`config.mk`:
```
export PLATFORM = sky130hd
export DESIGN_NAME = score_seg_display_flat
export DESIGN_NICKNAME = d
export VERILOG_FILES = /design/src/rtl/score_seg_display_if.sv /design/src/rtl/score_seg_display.sv /design/src/flat_wrapper.sv
export SDC_FILE = /design/constraint.sdc
export NUM_CORES = 1
export LEC_CHECK = 0
export ABC_AREA = 1
export CORE_UTILIZATION = 45
export CTS_BUF_LIST = sky130_fd_sc_hd__clkbuf_4 sky130_fd_sc_hd__clkbuf_8 sky130_fd_sc_hd__clkbuf_16
export DETAILED_ROUTE_END_ITERATION = 10
export PLACE_DENSITY = 0.64
export SKIP_LAST_GASP = 1
export SLEW_MARGIN = 20
export SYNTH_ARGS = -nofsm -noshare
export SYNTH_HDL_FRONTEND = slang
export SYNTH_SLANG_ARGS = --single-unit
```
`constraint.sdc`:
```
create_clock -name clk -period 5.1 [get_ports clk]
set_clock_uncertainty 0.05 [all_clocks]
set_input_delay 1.02 -clock clk [delete_from_list [all_inputs] [get_ports clk]]
set_output_delay 1.02 -clock clk [all_outputs]
set_load 0.03 [all_outputs]
```
`src/rtl/score_seg_display_if.sv`:
```
// rtl/score_seg_display_if.sv - score input and display outputs of the 7-segment score display
interface score_seg_display_if;
   logic [15:0] score;
   logic [3:0]  an;
   logic [6:0]  seg;
   logic        dp;
   logic        overflow;
   logic        bcd_valid;

   // master: score source and board pins; slave: the display block
   modport master (output score, input an, seg, dp, overflow, bcd_valid);
   modport slave  (input score, output an, seg, dp, overflow, bcd_valid);
endinterface

```
`src/rtl/score_seg_display.sv`:
```
// rtl/score_seg_display.sv - binary score to BCD converter driving a 4-digit multiplexed 7-segment display
module score_seg_display #(
   parameter int SCAN_DIV      = 100000,
   parameter bit BLANK_LEADING = 1'b1
) (
   input logic                 clk,
   input logic                 reset,
   score_seg_display_if.slave  bus
);

   localparam int PW = (SCAN_DIV > 1) ? $clog2(SCAN_DIV) : 1;

   typedef enum logic [1:0] {IDLE, SHIFT, COMMIT} state_t;

   state_t        state_q;
   logic [35:0]   shift_q;
   logic [35:0]   shift_d;
   logic [4:0]    cnt_q;
   logic [15:0]   last_score_q;
   logic          first_pending_q;
   logic [15:0]   digits_q;        // {d3, d2, d1, d0}
   logic          overflow_q;
   logic          bcd_valid_q;

   logic [PW-1:0] presc_q;
   logic [1:0]    idx_q;

   logic [3:0]    an_q;
   logic [6:0]    seg_q;
   logic          dp_q;
   logic [3:0]    an_d;
   logic [6:0]    seg_d;
   logic [3:0]    cur_digit;
   logic          blank_d;
   logic          zero3;
   logic          zero2;
   logic          zero1;

   // Double-dabble adjust: every BCD nibble >= 5 gets +3 before the shift
   always_comb begin
      shift_d = shift_q;
      for (int i = 0; i < 5; i++) begin
         if (shift_q[16 + 4*i +: 4] >= 4'd5) begin
            shift_d[16 + 4*i +: 4] = shift_q[16 + 4*i +: 4] + 4'd3;
         end
      end
   end

   // Converter FSM: sample on change, 16 shifts, then commit (saturating above 9999)
   always_ff @(posedge clk or posedge reset) begin
      if (reset) begin
         state_q         <= IDLE;
         shift_q         <= '0;
         cnt_q           <= '0;
         last_score_q    <= '0;
         first_pending_q <= 1'b1;
         digits_q        <= '0;
         overflow_q      <= 1'b0;
         bcd_valid_q     <= 1'b0;
      end else begin
         case (state_q)
            IDLE: begin
               if (first_pending_q || (bus.score != last_score_q)) begin
                  shift_q         <= {20'b0, bus.score};
                  last_score_q    <= bus.score;
                  first_pending_q <= 1'b0;
                  cnt_q           <= 5'd16;
                  state_q         <= SHIFT;
               end
            end
            SHIFT: begin
               shift_q <= {shift_d[34:0], 1'b0};
               cnt_q   <= cnt_q - 5'd1;
               if (cnt_q == 5'd1) begin
                  state_q <= COMMIT;
               end
            end
            COMMIT: begin
               if (shift_q[35:32] != 4'd0) begin
                  digits_q   <= 16'h9999;
                  overflow_q <= 1'b1;
               end else begin
                  digits_q   <= shift_q[31:16];
                  overflow_q <= 1'b0;
               end
               bcd_valid_q <= 1'b1;
               state_q     <= IDLE;
            end
            default: state_q <= IDLE;
         endcase
      end
   end

   // Scan prescaler: advance the lit digit once every SCAN_DIV cycles
   always_ff @(posedge clk or posedge reset) begin
      if (reset) begin
         presc_q <= '0;
         idx_q   <= 2'd0;
      end else if (presc_q == PW'(SCAN_DIV - 1)) begin
         presc_q <= '0;
         idx_q   <= idx_q + 2'd1;
      end else begin
         presc_q <= presc_q + PW'(1);
      end
   end

   // Select the scanned digit, decide leading-zero blanking and encode segments
   always_comb begin
      cur_digit = digits_q[{idx_q, 2'b00} +: 4];
      zero3     = (digits_q[15:12] == 4'd0);
      zero2     = zero3 && (digits_q[11:8] == 4'd0);
      zero1     = zero2 && (digits_q[7:4] == 4'd0);
      blank_d   = 1'b0;
      if (BLANK_LEADING && !overflow_q) begin
         case (idx_q)
            2'd3:    blank_d = zero3;
            2'd2:    blank_d = zero2;
            2'd1:    blank_d = zero1;
            default: blank_d = 1'b0;
         endcase
      end
      case (cur_digit)
         4'd0:    seg_d = 7'b1000000;
         4'd1:    seg_d = 7'b1111001;
         4'd2:    seg_d = 7'b0100100;
         4'd3:    seg_d = 7'b0110000;
         4'd4:    seg_d = 7'b0011001;
         4'd5:    seg_d = 7'b0010010;
         4'd6:    seg_d = 7'b0000010;
         4'd7:    seg_d = 7'b1111000;
         4'd8:    seg_d = 7'b0000000;
         4'd9:    seg_d = 7'b0010000;
         default: seg_d = 7'b1111111;
      endcase
      if (blank_d) begin
         seg_d = 7'b1111111;
      end
      an_d = ~(4'b0001 << idx_q);
   end

   // Output registers for anodes, segments and decimal point
   always_ff @(posedge clk or posedge reset) begin
      if (reset) begin
         an_q  <= 4'b1110;
         seg_q <= 7'b1000000;
         dp_q  <= 1'b1;
      end else begin
         an_q  <= an_d;
         seg_q <= seg_d;
         dp_q  <= ~overflow_q;
      end
   end

   assign bus.an        = an_q;
   assign bus.seg       = seg_q;
   assign bus.dp        = dp_q;
   assign bus.overflow  = overflow_q;
   assign bus.bcd_valid = bcd_valid_q;

endmodule

```
`src/flat_wrapper.sv`:
```
// flat-port wrapper written by rule: the top's interface ports become plain ports
module score_seg_display_flat 
#(
   parameter int SCAN_DIV      = 100000,
   parameter bit BLANK_LEADING = 1'b1
)
  (clk, reset, bus_score, bus_an, bus_seg, bus_dp, bus_overflow, bus_bcd_valid);
  score_seg_display_if bus_i ();
  input logic clk;
  input logic reset;
  input wire logic [$bits(bus_i.score)-1:0] bus_score;
  output wire logic [$bits(bus_i.an)-1:0] bus_an;
  output wire logic [$bits(bus_i.seg)-1:0] bus_seg;
  output wire logic [$bits(bus_i.dp)-1:0] bus_dp;
  output wire logic [$bits(bus_i.overflow)-1:0] bus_overflow;
  output wire logic [$bits(bus_i.bcd_valid)-1:0] bus_bcd_valid;
  assign bus_i.score = bus_score;
  assign bus_an = bus_i.an;
  assign bus_seg = bus_i.seg;
  assign bus_dp = bus_i.dp;
  assign bus_overflow = bus_i.overflow;
  assign bus_bcd_valid = bus_i.bcd_valid;
  score_seg_display #(.SCAN_DIV(SCAN_DIV), .BLANK_LEADING(BLANK_LEADING)) u_core (.clk(clk), .reset(reset), .bus(bus_i));
endmodule
```
Word level (Yosys, flattened, before mapping)
Memory sizes are Yosys's and may differ from the RTL's. Index checks and enable logic that the tools add are counted. Widths: inputs -> output; s select.

Mux-type cells: 18. Eq/ne operators: 10. Bitwise operators: 2. Shifts and indexed selects: 2. Add/sub/neg operators: 8. $lt $le $gt $ge: 5. Reduce and logical (&&, ||, !) cells: 12.

Operators with widths (count): $pmux 36 s2 (1); $mux 36 (1); $ge 4x3->1 const B (5); $add 17x1->17 const B (1); $eq 17x17->1 const B (1); $mux 17 (1); $add 4x2->4 const B (4); $mux 16 (1); $mux 4 (4); $ne 16x16->1 (1); $shiftx 16x5->4 (1); $logic_not 4->1 (3); $pmux 5 s2 (1); $mux 7 (1); $eq 2x2->1 const B (3); $reduce_and 2->1 (3); $eq 5x1->1 const B (1); $mux 5 (1); $sub 5x1->5 const B (1); $eq 2x1->1 const B (2); $mux 2 (2); $ne 2x1->1 const B (2); $not 4->4 (1); $pmux 2 s2 (1); other kinds (12) (14).

Logic and storage cells: 71. Input port bits: 18. Memories: 1. Bits in read-only memories: 112. Register bits: 109. Output and inout port bits: 14.

Memory list: (name not given) (depth 16, width 7, read ports 1, clocked after Yosys merged registers in 0, write ports 0, RTL line score_seg_display.sv:122) `case (cur_digit)`.

Depth between registers and ports, before layout
Gate-level depths: netlist of the first run.

Depth in word-level cells: 6. Mapped depth: 12. Gate-level depth less buffers: 11.

Least setup slack after synthesis of the first run
Ideal clock, no wire load.

Kind: input port to flip-flop. Start point: input port bus_score[9]. End point: register u_core.shift_q[1]. Required time: 4.933 ns. Library setup time: 0.117 ns. Stages: 12. Path buffers: 1. Data arrival time: 1.884 ns. Slack: 3.049 ns. Path through: inv_1 -> nand2_1 -> nand2_1 -> nor2_1 -> nand2_1 -> nor2_1 -> nand3_1 -> nand2_4 -> nand2_4 -> buf_6 -> nand2_1 -> nand2_1.

Word-level cells in the longest chain between the ends: 4.

RTL lines: start, declared (RTL line flat_wrapper.sv:11) `input wire logic [$bits(bus_i.score)-1:0] bus_score;`; $ne 16x16->1 (RTL line score_seg_display.sv:63) `if (first_pending_q || (bus.score != last_score_q)) begin`; $logic_or 1x1->1 (RTL line score_seg_display.sv:63); $ne 2x1->1 (no source line); $reduce_and 2->1 (no source line); end signal, assigned (RTL line score_seg_display.sv:64) `shift_q <= {20'b0, bus.score};`; end signal, assigned (RTL line score_seg_display.sv:72) `shift_q <= {shift_d[34:0], 1'b0};`; end, declared (RTL line score_seg_display.sv:16) `logic [35:0] shift_q;`.

No other way between the ends. A chain may end at the register's enable or synchronous reset.

Worst setup path in the final report of the first run
Start point: input port bus_score[1]. End point: register u_core.shift_q[8].

The elaborated chain is that of the path after synthesis.

==> metrics, run 1 <==
outcome=completed; Worst setup EP type=flip-flop; Hold Vio Cnt, Final=0; die area=0.01303 mm2; All-Layer GR Usage=between 10% and 20%; core area=about 0.012 mm2; Max-cap violations=0; DR WL/cell=~12 um; Multi-input gate area=around 0.0025 mm2; area leader, netlist=dfrtp_1; IO Count=32; Tcrit/Tclk final=56.70%; final core utilization=a little over half; post-synthesis instance total=roughly 720; critical path data arrival time=approximately 3.1 ns; yosys warns=0; RePlAce Congestion=around 0.84; count of different cell masters after synthesis=31; Req. time, crit path=around 5.3 ns; Switching Share=a little under a third; DRT Pass-1 Iters=5; CTS tree=built; Tmin final=2.892 ns; Via-to-Cell Ratio=4.878; peak supply drop=0.1690 mV; flip-flop and latch area=roughly 0.0027 mm2; RSZ-0062 raised after global routing=false; DR iter-0 viols=about 250; Post-synth EDFFs=0; Worst Hold Slack=0.3836 ns; max frequency=345.8 MHz; prevailing post-synth register cell=dfrtp_1; layout cells sized above 1=under 10%; Synth top area share=a little under half; sequential area share after synthesis=48.31%; Leakage Power=about 3.3 nW; Die X=114.2 um; DP HPWL=roughly 7700 um; buffer depth of the longest clock path=2; initial antenna violation count=0; CTS root buf=clkbuf_16; antenna viol nets, final=0; Slew HR=34.43%; Slew @ Worst Pin=~0.98 ns; critical path class=in2reg; largest net degree at the start of global routing=74; antenna cells=0; Critical Path Start Type=input port; combinational share of power=19.0%; number of global-route vias before repair=around 4,300; Int Power=around 1.4 mW; most common cell after layout, fill and taps aside=nand2_1; Cell Rows=40; # setup viols final=0; Layout area overhead=12.84%; later-pin clock latency in the skew report=about 0.36 ns; final setup TNS=0 ns; Slew Limit Fails=0; switching power=between 600 and 700 uW; Seq cells post-synth=109; async set-or-reset flop fraction in the synthesized netlist=100.0%; mapped cell area=around 0.0057 mm2; Post CTS Setup Buffer Count=0; Mapped Nets=approximately 760; commonest cells after routing, fill and taps aside=nand2_1, dfrtp_1, inv_1; clk slew on worst S/H paths=0.07 ns; PortBufs=31; cells taking the most area after synthesis=dfrtp_1, nand2_1, o21ai_0; die height=around 110 um; first-pass GRT wire length=roughly 20,000 um; Flop pwr share=between 40% and 50%; WL final=10,920 um; DR DRC count=0; placed inst area=between 0.006 and 0.007 mm2; Starting Density=a little under half; CTS buffer count=9; TritonCTS Sinks=about 110; total number of vias=4,463; Clk pwr share=a little under a third; crit-path max FO=73; final total power=between 2 and 2.5 mW; Avg Inst Size Synth=slightly below 8 um2; H-Tree Depth=3; PD cells=roughly 330 mW/mm2; nets=slightly below 800; total gr overflow=0; min-delay worst type=reg2reg; final instance area=about 0.0064 mm2; fillcell total=1,178; post-CTS sizing=0; number of hold buffers added after CTS=0
[critical path, cell delays in order]
cell and delay [ns]:
clkdlybuf4s50_1 0.49, inv_2 0.05, nand2_1 0.06, nand2_1 0.05, nor2_1 0.09, nand2_1 0.05, nor2_1 0.13, nand3_1 0.13
nand2_4 0.56, nand2_4 0.26, nand2_1 0.13, nand2_1 0.06
[cell usage after synthesis, types with 7 or more instances]
library cell    n
nand3_1        71
o21ai_0        78
inv_1          92
a21oi_1        22
dfrtp_1       103
clkbuf_1        9
o211ai_1        9
buf_4           7
nand2_1       210
nor2_1         36
xnor2_1         7
ha_1           24
[final cells by class]
type,instances,area share [%]
sequential,109,42.81
clock inverter,6,0.7246
timing repair buffer,35,5.327
inverter,96,5.680
clock buffer,10,3.741
tap,168,3.290
multi-input combinational,491,38.43
[layer usage]
metal,part of all wire [%],vias to the layer above,track usage [%]
met2,48,55,32.28
met4,1.2,0,5.281
met1,47,2063,23.80
met3,3.3,13,5.135
met5,0,-,0
li1,-,2332,-
[cell families after synthesis]
kind of cell    share of synthesized area (%)
fa+ha+maj                               5.304
xor+xnor                                2.011
buf+inv                                 8.331
compound gates                          10.34
simple gates                            25.70
flops                                   48.31
[final timing paths]
| check | startpoint | end | slack (ns) | cells after the start |
|---|---|---|---|---|
| worst max-delay path | bus_score[1] | u_core.shift_q[8]$_DFFE_PP0P_ | 2.21 | 12 |
| worst min-delay path | u_core.bus.overflow$_DFFE_PP0N_ | u_core.bus.dp$_DFF_PP1_ | 0.38 | 1 |
| worst max register to register | u_core.last_score_q[0]$_DFFE_PP0P_ | u_core.shift_q[8]$_DFFE_PP0P_ | 3.00 | 10 |
| worst min register to register | u_core.bus.overflow$_DFFE_PP0N_ | u_core.bus.dp$_DFF_PP1_ | 0.38 | 1 |
| max in group asynchronous | reset | u_core.cnt_q[3]$_DFFE_PP0P_ | 3.25 | 3 |
| min in group asynchronous | reset | u_core.presc_q[2]$_DFF_PP0_ | 0.90 | 2 |
[power by group through the flow]
stage,Sequential [mW],Clock (mW),Combinational (mW)
3_3_place_gp,1.05,0,0.381
4_1_cts,1.04,0.694,0.405
5_1_grt,1.05,0.725,0.485
3_5_place_dp,1.05,0,0.403
6_report,1.04,0.669,0.399
2_1_floorplan,1.03,0,0.311
[state kept, by name, summed over array words and instances (netlist names), 2 cells and up]
name and count:
u_core.bus.an 4, u_core.bus.seg 7, u_core.cnt_q 5, u_core.digits_q 16
u_core.idx_q 2, u_core.last_score_q 16, u_core.presc_q 17, u_core.shift_q 36
u_core.state_q 2
[per-stage QoR]
step                      instances  setup slack (ns)
after CTS                       915             2.199
final                           915             2.208
after floorplan                 716             1.166
after detailed placement        899             1.808
after global routing            915             1.904
after global placement          899             1.864
Power figures use the tool's default switching activity.
==> run 2, diff against run 1 <==
==> constraint.sdc (replaced) <==
create_clock -name clk -period 2.93 [get_ports clk]
set_clock_uncertainty 0.05 [all_clocks]
set_input_delay 0.586 -clock clk [delete_from_list [all_inputs] [get_ports clk]]
set_output_delay 0.586 -clock clk [all_outputs]
set_load 0.03 [all_outputs]
==> run 2 against run 1 <==
Against the previous run: clock power up 79%; count of clock-buffer cells in the layout is 1 higher; total power increased by 77%; worst hold slack better by 0.00059 ns; utilization is 0.61 points higher; flip-flop and latch count did not move; first-iteration DRC count grew 7.3%; sequential power is 74% higher; global-route usage fell by 0.37 points; critical endpoint is now u_core.shift_q[30]$_DFFE_PP0P_.
==> metrics, run 2 (same netlist as run 1, synthesis figures left out) <==
Final Worst Setup Slack=0.7689 ns (-1.439 ns); antenna cells=0 (unchanged); R2R cell count=9 (-1); Max-cap violations=0 (unchanged); Starting Density=46.55% (unchanged); largest reg by FF count=u_core.shift_q; hold endpoint=u_core.bus.dp$_DFF_PP1_; post-CTS sizing=0 (unchanged); Slew @ Worst Pin=0.6310 ns (-0.3514 ns); FF-to-FF End=u_core.bus.seg[0]$_DFF_PP0_; DR WL/cell=11.79 um (-1.2%); critical-path cell list=clkdlybuf4s50_1 -> inv_2 -> nand2_1 -> nand2_1 -> nor2_1 -> nand2_1 -> nor2_1 -> nand3_1 -> nand2_4 -> buf_4 -> nand3_1 -> nand2_1; core area=0.01216 mm2 (unchanged); Die X=114.2 um (unchanged); min-delay src=u_core.bus.overflow$_DFFE_PP0N_; Hold Vio Cnt, Final=0 (unchanged); CP peak stage delay=0.49 ns (-0.07 ns); combinational share of power=19.0% (about the same); initial antenna violation count=0 (unchanged); largest net degree at the start of global routing=54 (-27%); DRT Pass-1 Iters=6 (+1); Slew HR=57.84% (+23 points); nets=788 (+0.51%); peak supply drop=0.3527 mV (+110%); DR DRC count=0 (unchanged); crit-path max FO=31 (-58%); Int Power=2.589 mW (+79%); TritonCTS Sinks=109 (unchanged); first-pass GRT wire length=19,490 um (-0.91%); CTS tree=built; Req. time, crit path=3.17 ns (-2.13 ns); commonest cells after routing, fill and taps aside=nand2_1, dfrtp_1, inv_1; min-delay worst type=reg2reg; worst reg2reg startpoint=u_core.idx_q[0]$_DFFE_PP0N_; layout cells sized above 1=6.267% (+0.38 points); PD cells=575.2 mW/mm2 (+75%); All-Layer GR Usage=18.63% (-0.37 points); Crit path max-delay family=simple AND/OR/NAND/NOR gates; Cell Rows=40 (unchanged); R2R Setup Slk=0.92 ns (-2.08 ns); Worst setup EP type=flip-flop; CTS buffer count=9 (unchanged); Leakage Power=3.348 nW (+0.97%); WL final=10,820 um (-0.86%); WP buf/inv=3 (+1); die area=0.01303 mm2 (unchanged); largest registers=u_core.shift_q (36), u_core.presc_q (17); buffer depth of the longest clock path=2 (unchanged); critical path class=in2reg; DR iter-0 viols=266 (+7.3%); number of flip-flops in the largest register=36 (unchanged); # setup viols final=0 (unchanged); number of hold buffers added after CTS=0 (unchanged); Critical Path Start Type=input port; cell mode on critical path=nand2_1; total gr overflow=0 (unchanged); Layout area overhead=14.14%; antenna viol nets, final=0 (unchanged); CTS root buf=clkbuf_16; IO Count=32 (unchanged); die height=114.2 um (unchanged); final setup TNS=0 ns (unchanged); setup slack at placement=0.3766 ns (-1.432 ns); number of global-route vias before repair=4,465 (+3.9%); outcome=completed; most common cell after layout, fill and taps aside=nand2_1; total number of vias=4,578 (+2.6%); Via-to-Cell Ratio=4.987 (+2.2%); H-Tree Depth=3 (unchanged); Flop pwr share=48.7% (-0.5 points); Switching Share=30.34% (-1.1 points); PortBufs=31 (unchanged); later-pin clock latency in the skew report=0.36 ns (about the same); Hold Path Cell Cnt=1 (unchanged); max frequency=~460 MHz; Slew Limit Fails=0 (unchanged); slowest CP cell=clkdlybuf4s50_1; RePlAce Congestion=0.8092 (-4.1%); Clk pwr share=32.3% (+0.5 points); Tcrit/Tclk final=about three quarters; switching power=1.128 mW (+71%); RSZ-0062 raised after global routing=false; DP HPWL=7693 um (+0.39%); Tmin final=2.161 ns; clk slew on worst S/H paths=0.06 ns (about the same); critical path data arrival time=2.40 ns (-0.69 ns); Post CTS Setup Buffer Count=0 (unchanged); CP Depth=12 (unchanged)
run 2: routing by layer:
metal  global-route usage (%)  part of all wire, %  wire [um]
met5                        0                    0          0
met4                    5.628                  1.0        109
met3                    4.659                  3.1        339
met2                    32.85                   50       5366
met1                    22.41                   46       5005
run 2: per-stage QoR:
| stage | total power, mW | std cells | utilization (%) | hold slack [ns] | area, um2 |
|---|---|---|---|---|---|
| 2_1_floorplan | 2.330 | 716 | - | 0.3738 | 5665 |
| 3_3_place_gp | 2.492 | 903 | 50.75 | 0.3833 | 6172 |
| 3_5_place_dp | 2.547 | 903 | 50.75 | 0.3832 | 6172 |
| 4_1_cts | 3.760 | 918 | 53.14 | 0.3947 | 6462 |
| 5_1_grt | 3.960 | 918 | 53.14 | 0.4034 | 6462 |
| 6_report | 3.717 | 918 | 53.14 | 0.3842 | 6462 |
run 2: worst max-delay path by stage:
stage / slack, ns / endpoint / startpoint
finish: 0.77 / u_core.shift_q[30]$_DFFE_PP0P_ / bus_score[1]
global route: 0.58 / u_core.shift_q[30]$_DFFE_PP0P_ / bus_score[1]
detailed placement: 0.38 / u_core.shift_q[30]$_DFFE_PP0P_ / bus_score[1]
floorplan: 0.98 / u_core.bus.an[0]$_DFF_PP0_ / reset
global placement: 0.40 / u_core.cnt_q[3]$_DFFE_PP0P_ / bus_score[1]
CTS: 0.74 / u_core.shift_q[30]$_DFFE_PP0P_ / bus_score[1]
run 2: power groups by stage:
stage	Sequential [mW]	Combinational, mW	Clock (mW)
global route	1.84	0.835	1.29
CTS	1.81	0.711	1.24
floorplan	1.79	0.542	0
detailed placement	1.84	0.708	0
finish	1.81	0.707	1.20
global placement	1.83	0.662	0
run 2: area by class of cell:
| cell class | instances | area (um2) |
|---|---|---|
| clock buffers | 11 | 240.2 |
| repair buffers | 39 | 407.9 |
| well taps | 168 | 210.2 |
| multi-input cells | 491 | 2455 |
| fillers | 1147 | 5699 |
| flip-flops and latches | 109 | 2735 |
| clock inverters | 4 | 50.05 |
| inverters | 96 | 364.1 |
run 2: worst reg2reg max path, stage by stage, from the launching register on:
cell and delay [ns]:
dfrtp_1 0.59, inv_2 0.19, nand2_1 0.10, nand3_1 0.06, nand2_1 0.15, inv_1 0.09, ha_1 0.18, or2_2 0.30
o211ai_1 0.08, nand3_1 0.09
